--- config.mk ---
export PLATFORM = sky130hd
export DESIGN_NAME = dzcpu_useq
export DESIGN_NICKNAME = d
export VERILOG_FILES = /design/src/rtl/dzcpu_useq.sv
export SDC_FILE = /design/constraint.sdc
export NUM_CORES = 1
export LEC_CHECK = 0
export ABC_AREA = 1
export BUFFER_PORTS_ARGS = -buffer_cell sky130_fd_sc_hd__buf_2
export CAP_MARGIN = 40
export CORE_ASPECT_RATIO = 1.75
export CORE_MARGIN = 5
export CORE_UTILIZATION = 47
export DETAILED_ROUTE_END_ITERATION = 10
export PLACE_DENSITY = 0.84
export SLEW_MARGIN = 20
export SYNTH_ARGS = -nofsm -noshare
export SYNTH_HDL_FRONTEND = slang
export SYNTH_SLANG_ARGS = --single-unit
export TNS_END_PERCENT = 50
--- constraint.sdc ---
create_clock -name iClock -period 3.49 [get_ports iClock]
set_input_delay 0.1745 -clock iClock [delete_from_list [all_inputs] [get_ports iClock]]
set_output_delay 0.1745 -clock iClock [all_outputs]
set_load 0.01 [all_outputs]
--- src/rtl/dzcpu_useq.sv ---
// Micro-sequencer for the dzcpu core: fetches an opcode byte, dispatches through
// the main or CB flow LUT, then steps the micro-PC through ucode ROM until a flow ends.
module dzcpu_useq #(
    parameter int         P_FLOW_W = 3,
    parameter logic [4:0] P_JCB    = 5'h0A
) (
    input  logic        iClock,
    input  logic        iReset,
    input  logic        iMopValid,
    input  logic [7:0]  iMemData,
    input  logic [7:0]  iFlowIdx,
    input  logic [7:0]  iCbFlowIdx,
    input  logic [11:0] iUop,
    input  logic        iZeroFlag,
    input  logic        iStall,
    output logic [7:0]  oMop,
    output logic [7:0]  oUAddr,
    output logic        oUopValid,
    output logic [4:0]  oUopOp,
    output logic [3:0]  oUopArg,
    output logic        oIncPc,
    output logic        oFetchReq,
    output logic        oRetire,
    output logic [2:0]  oState
);

    typedef enum logic [2:0] {
        S_IDLE        = 3'd0,
        S_FETCH       = 3'd1,
        S_DISPATCH    = 3'd2,
        S_DISPATCH_CB = 3'd3,
        S_EXEC        = 3'd4
    } state_t;

    state_t                state;
    logic [7:0]            uaddr;
    logic [7:0]            mop;
    logic [P_FLOW_W-1:0]   flow;
    logic [4:0]            op;
    logic                  go;
    logic                  inc_code;
    logic                  end_code;
    logic                  is_jcb;

    assign flow   = iUop[9 +: P_FLOW_W];
    assign op     = iUop[8:4];
    assign is_jcb = (op == P_JCB);
    // A uop only issues in EXEC when the datapath is not stalling.
    assign go     = (state == S_EXEC) && !iStall;

    // Flow codes 5-7 fall through to the plain "op" behaviour.
    always_comb begin
        inc_code = 1'b0;
        end_code = 1'b0;
        case (flow)
            P_FLOW_W'(1): inc_code = 1'b1;
            P_FLOW_W'(2): end_code = 1'b1;
            P_FLOW_W'(3): begin
                inc_code = 1'b1;
                end_code = 1'b1;
            end
            P_FLOW_W'(4): begin
                inc_code = 1'b1;
                end_code = iZeroFlag;
            end
            default: ;
        endcase
    end

    always_ff @(posedge iClock or negedge iReset) begin
        if (!iReset) begin
            state <= S_IDLE;
            uaddr <= 8'h00;
            mop   <= 8'h00;
        end else begin
            case (state)
                S_IDLE: state <= S_FETCH;
                S_FETCH: begin
                    if (iMopValid) begin
                        mop   <= iMemData;
                        state <= S_DISPATCH;
                    end
                end
                S_DISPATCH: begin
                    uaddr <= iFlowIdx;
                    state <= S_EXEC;
                end
                S_DISPATCH_CB: begin
                    uaddr <= iCbFlowIdx;
                    state <= S_EXEC;
                end
                S_EXEC: begin
                    if (!iStall) begin
                        // A CB jump overrides the flow's own end/advance decision.
                        if (is_jcb) begin
                            mop   <= iMemData;
                            state <= S_DISPATCH_CB;
                        end else if (end_code) begin
                            state <= S_FETCH;
                        end else begin
                            uaddr <= uaddr + 8'd1;
                        end
                    end
                end
                default: state <= S_IDLE;
            endcase
        end
    end

    assign oMop      = mop;
    assign oUAddr    = uaddr;
    assign oUopValid = go;
    assign oUopOp    = op;
    assign oUopArg   = iUop[3:0];
    assign oIncPc    = go && inc_code;
    assign oRetire   = go && end_code && !is_jcb;
    assign oFetchReq = (state == S_FETCH);
    assign oState    = state;

endmodule

Word level (Yosys, flattened, before mapping)
Index checks and enable logic that the tools add are counted.
{ "classes": {"n_addsub": 1, "n_eq_ne": 15, "muxes": 15, "reduce_logical": 15} }
{ "op_table": {"columns": ["op", "count"], "rows": [
  ["$mux 8", 6],
  ["$pmux 8 s3", 1],
  ["$pmux 8 s2", 1],
  ["$eq 3x2->1 const B", 4],
  ["$mux 3", 4],
  ["$pmux 3 s4", 1],
  ["$ne 2x2->1 const B", 5],
  ["$add 8x1->8 const B", 1],
  ["$reduce_and 4->1", 2],
  ["$eq 3x1->1 const B", 2],
  ["$eq 3x3->1 const B", 2],
  ["$eq 5x4->1 const B", 1],
  ["$logic_and 1x1->1", 4],
  ["$reduce_or 2->1", 2],
  ["$logic_not 3->1", 1],
  ["$ne 3x3->1 const B", 1],
  ["$reduce_and 3->1", 1],
  ["$reduce_bool 3->1", 1],
  ["$reduce_or 3->1", 1],
  ["$logic_not 1->1", 2],
  ["$pmux 1 s2", 1],
  ["$reduce_bool 2->1", 1],
  ["$mux 1", 1]
]} }
{ "totals": {"regBits": 19, "output_inout_bits": 32} }

Longest topological paths before layout
{ "depth": {"ltp_word": 7, "depth_mapped": 9, "mapped_depth_nobuf": 9} }

Worst setup path before layout
No wires, ideal clock.
{ "synth_path": {"kind": "reg2reg", "startpoint": "register state[1] (netlist: oState[1])", "endpoint": "register mop[0] (netlist: oMop[0])", "setup_time_ps": 117, "t_arrival_ps": 1223, "required_time_ps": 3373, "setup_slack_ps": 2150, "path_stages_with_launch": 7, "path_buffers": 0, "synth_period_minus_slack_ps": 1340, "cell_sequence": "dfrtp_1 nor3_2 inv_1 nand2_4 nand2_8 nand2_1 nand2_1"} }
{ "synth_between": {"elab_chain_cells": 3, "elab_cells_between_ends": 8, "classes_between": "5 x eq/ne; 1 x mux; 2 x reduce/logical"} }
{ "synth_rtl": {"columns": ["element", "line_no", "text"], "rows": [
  ["from (decl)", "35", "state_t state;"],
  ["from (signal assigned)", "72", "state <= S_IDLE;"],
  ["from (signal assigned)", "77", "S_IDLE: state <= S_FETCH;"],
  ["from (signal assigned)", "81", "state <= S_DISPATCH;"],
  ["$eq 3x1->1 (*)", null, null],
  ["named net oFetchReq", "22", "output logic oFetchReq,"],
  ["$ne 2x2->1 (no source line) / $reduce_bool 2->1 (equally long branches)", null, null],
  ["$reduce_and 4->1 (no source line)", null, null],
  ["to (signal assigned)", "80", "mop <= iMemData;"],
  ["to (signal assigned)", "96", "mop <= iMemData;"],
  ["to (decl)", "37", "logic [7:0] mop;"]
]} }
Mark *: on every way through the listed nets, which the timed path passes. The rest lies on a longest branch.
A chain may end at the register's enable or synchronous reset.

Worst setup path in the final report
{ "layout_path": {"startpoint": "register state[1] (netlist: oState[1])", "endpoint": "output port oRetire"} }
{ "layout_between": {"elab_chain_cells": 4} }
{ "layout_rtl": {"columns": ["element", "line_no", "text"], "rows": [
  ["$eq 3x3->1", "49", "assign go = (state == S_EXEC) && !iStall;"],
  ["$logic_and 1x1->1", "49", null],
  ["$logic_and 1x1->1 (2 in a row)", "116", "assign oRetire = go && end_code && !is_jcb;"],
  ["to (decl)", "23", "output logic oRetire,"]
]} }
No other way between the ends.

==> impl_metrics.ini <==
[clocking]
cts_root_buf = clkbuf_8
cts_inserted_buffers = 3
cts.repair.resized = 0
htreeDepth = 1
clock_sinks = 19
clk_path_buf_depth = 2
clkLatencyLatePin_ns = 0.25
clk_pin_slew_ns = 0.07
cts_tree = built

[worst_setup_path]
cp-end-kind = primary output
critPathTopFamily = simple AND/OR/NAND/NOR gates
critPathBufInv = 1
max_stage_delay_ns = 0.47
critical_path_class = reg -> out
startpoint = oState[1]
r2r_start = oState[1]
crit_chain = nor2_4, nand3b_4, nor3_1, buf_2
required_ns = 3.32
arrival_ns = 1.38
path_max_fanout = 5
cp-start-kind = register
cp_slowest_cell = dfrtp_1

[pwr]
pwr-share-seq_pct = 34.9
p_int_mw = 0.674
switching_share_pct = 47.4
switchingPower_mw = 0.608
comb_power_share_pct = 53.3
total_power_mw = 1.28
powerDensity_mw_per_mm2 = 780
p_clk_share_pct = 11.8
peakVddDrop_v = 0.000607
power.leakage_nw = 1.00

[routing]
drc = 0
drtIter0Drc = 31
viasPerCell = 5.08
routed_wl_mm = 3.45
route.vias.total = 1393
first_pass_iters = 4
ant_nets = 0
wire_per_inst_um = 12.6

[final_layout]
drive_above_1_share_pct = 34.0
fin_cells = 274
nets = 290
syn_to_final_growth_pct = 25.6
n_fill_cell = 270
layout_commonest_cell = nand2_1
most-common-layout-cells = nand2_1 (68), buf_2 (64), nand3_1 (41)
antenna_cells = 0

[run_status]
outcome = finished clean

[floorplanning]
initial_core_util_pct = 48.7
rows = 25
die_w_um = 49.9
die_height_um = 79.8
die-area_mm2 = 0.00398
core-area_mm2 = 0.00269
pin_count = 73

[timing]
timing.final.crit_share_pct = 44.4
slew_violations = 0
fin_skew_ns = 0.00260
rsz0062_at_grt = false
max_freq_ghz = 0.645
fin_tns_setup_ns = 0
min_period_ns = 1.55
holdWs_ns = 0.146
worst_slew_pin_slew_ns = 0.420
slew_headroom_pct = 72.0
setup_viol = 0
hold_violations = 0

[global_routing]
grt_use_met1_pct = 19.5
grt_pass1_wl_mm = 6.04
busiest_layer = met2
grt-ovfl-total = 0
grt_pass1_vias = 1419
grt_max_degree = 20
use_met2_pct = 36.2
gr-usage-met3_pct = 3.36
antenna_found_initial = 0
track_usage_pct = 18.8

[placed_design]
dp.cells = 269
place.gp.congestion = 0.870
hpwl_mm = 2.77
port_buffers = 64

[yosys]
ys_ff_latch = 19
yosysSeqAreaShare_pct = 36.3
ys_warn_count = 0
ys_types = 20
synth_area_per_cell_um2 = 6.96
syn_area_mm2 = 0.00131
synth.net_count = 230
synthCells = 188

[min_path]
worstHoldStart = iMemData[3]
min_path_type = in -> reg

[flow_run]
cap_violations = 0
-- cell usage after synthesis --
master    count  share of area (%)
dfrtp_1      19                 36
nand2_8       1                1.5
nor2_4        1               0.86
buf_4        10                5.7
o211ai_1      1               0.57
nor3_2        1               0.76
inv_4         2               0.96
nand2_2       6                2.9
inv_2         1               0.29
nand3b_4      1                1.5
nand2_4       2                1.7
nor2_1        8                2.3
o21bai_1      2                1.1
nand3_2       1               0.76
a21oi_1       1               0.38
nand3_1      41                 16
ha_1          1               0.96
nand2_1      68                 20
inv_1        20                5.7
nor3_1        1               0.38
-- state kept, by name (all words and copies together), names as in the netlist --
name    flops
oMop        8
oUAddr      8
oState      3
-- power by group through the flow --
stage / combinational, mW / clock, mW / sequential, mW
floorplan: 0.429 / 0 / 0.479
global placement: 0.677 / 0 / 0.447
detailed placement: 0.691 / 0 / 0.449
CTS: 0.694 / 0.155 / 0.446
global route: 0.771 / 0.161 / 0.466
finish: 0.683 / 0.151 / 0.447
-- repair_timing --
action	in CTS	in global routing
buffers inserted	0	0
hold endpoints to repair	19	0
hold buffers	1	0
-- routing by layer --
metal  up-vias  part of all wire (%)
met4         0                   1.5
met3         6                   6.2
li1        708                     -
met2        38                    55
met1       641                    37
met5         -                     0
-- metrics by stage --
| step | cell area (µm²) | util [%] | setup WS [ns] |
|---|---|---|---|
| floorplan | 1310 | - | 2.15 |
| global placement | 1590 | 59.0 | 2.02 |
| detailed placement | 1590 | 59.0 | 1.95 |
| CTS | 1640 | 61.1 | 1.94 |
| global route | 1640 | 61.1 | 1.83 |
| finish | 1640 | 61.1 | 1.94 |
-- final timing paths --
check                           slack, ns   endpoint  cells after the start
worst max-delay path                 1.94    oRetire                      4
worst min-delay path                 0.15    oMop[3]                      3
worst max register to register       1.95    oMop[5]                      8
worst min register to register       0.47    oMop[1]                      2
max in group asynchronous            2.79  oUAddr[1]                      2
min in group asynchronous            0.40  oUAddr[6]                      2
-- layout make-up --
| type | count | area [µm²] | area share, % |
|---|---|---|---|
| multi-input combinational | 136 | 667 | 40.6 |
| sequential | 19 | 475 | 28.9 |
| timing repair buffer | 65 | 330 | 20.1 |
| inverter | 23 | 91.3 | 5.56 |
| clock buffer | 3 | 41.3 | 2.51 |
| tap | 27 | 33.8 | 2.05 |
| clock inverter | 1 | 5.00 | 0.304 |
-- cells by family after synthesis --
group / Yosys count / synth area share [%]
flops: 19 / 36.3
compound gates: 4 / 2.10
simple gates: 131 / 47.9
buf+inv: 33 / 12.7
fa+ha+maj: 1 / 0.956
-- worst register-to-register path, delay by kind of cell, from the launching register on --
family	cells	cell delay, ns
simple gates	7	0.79
buf+inv	1	0.17
flops	1	0.47
(Power assumes the default switching activity.)
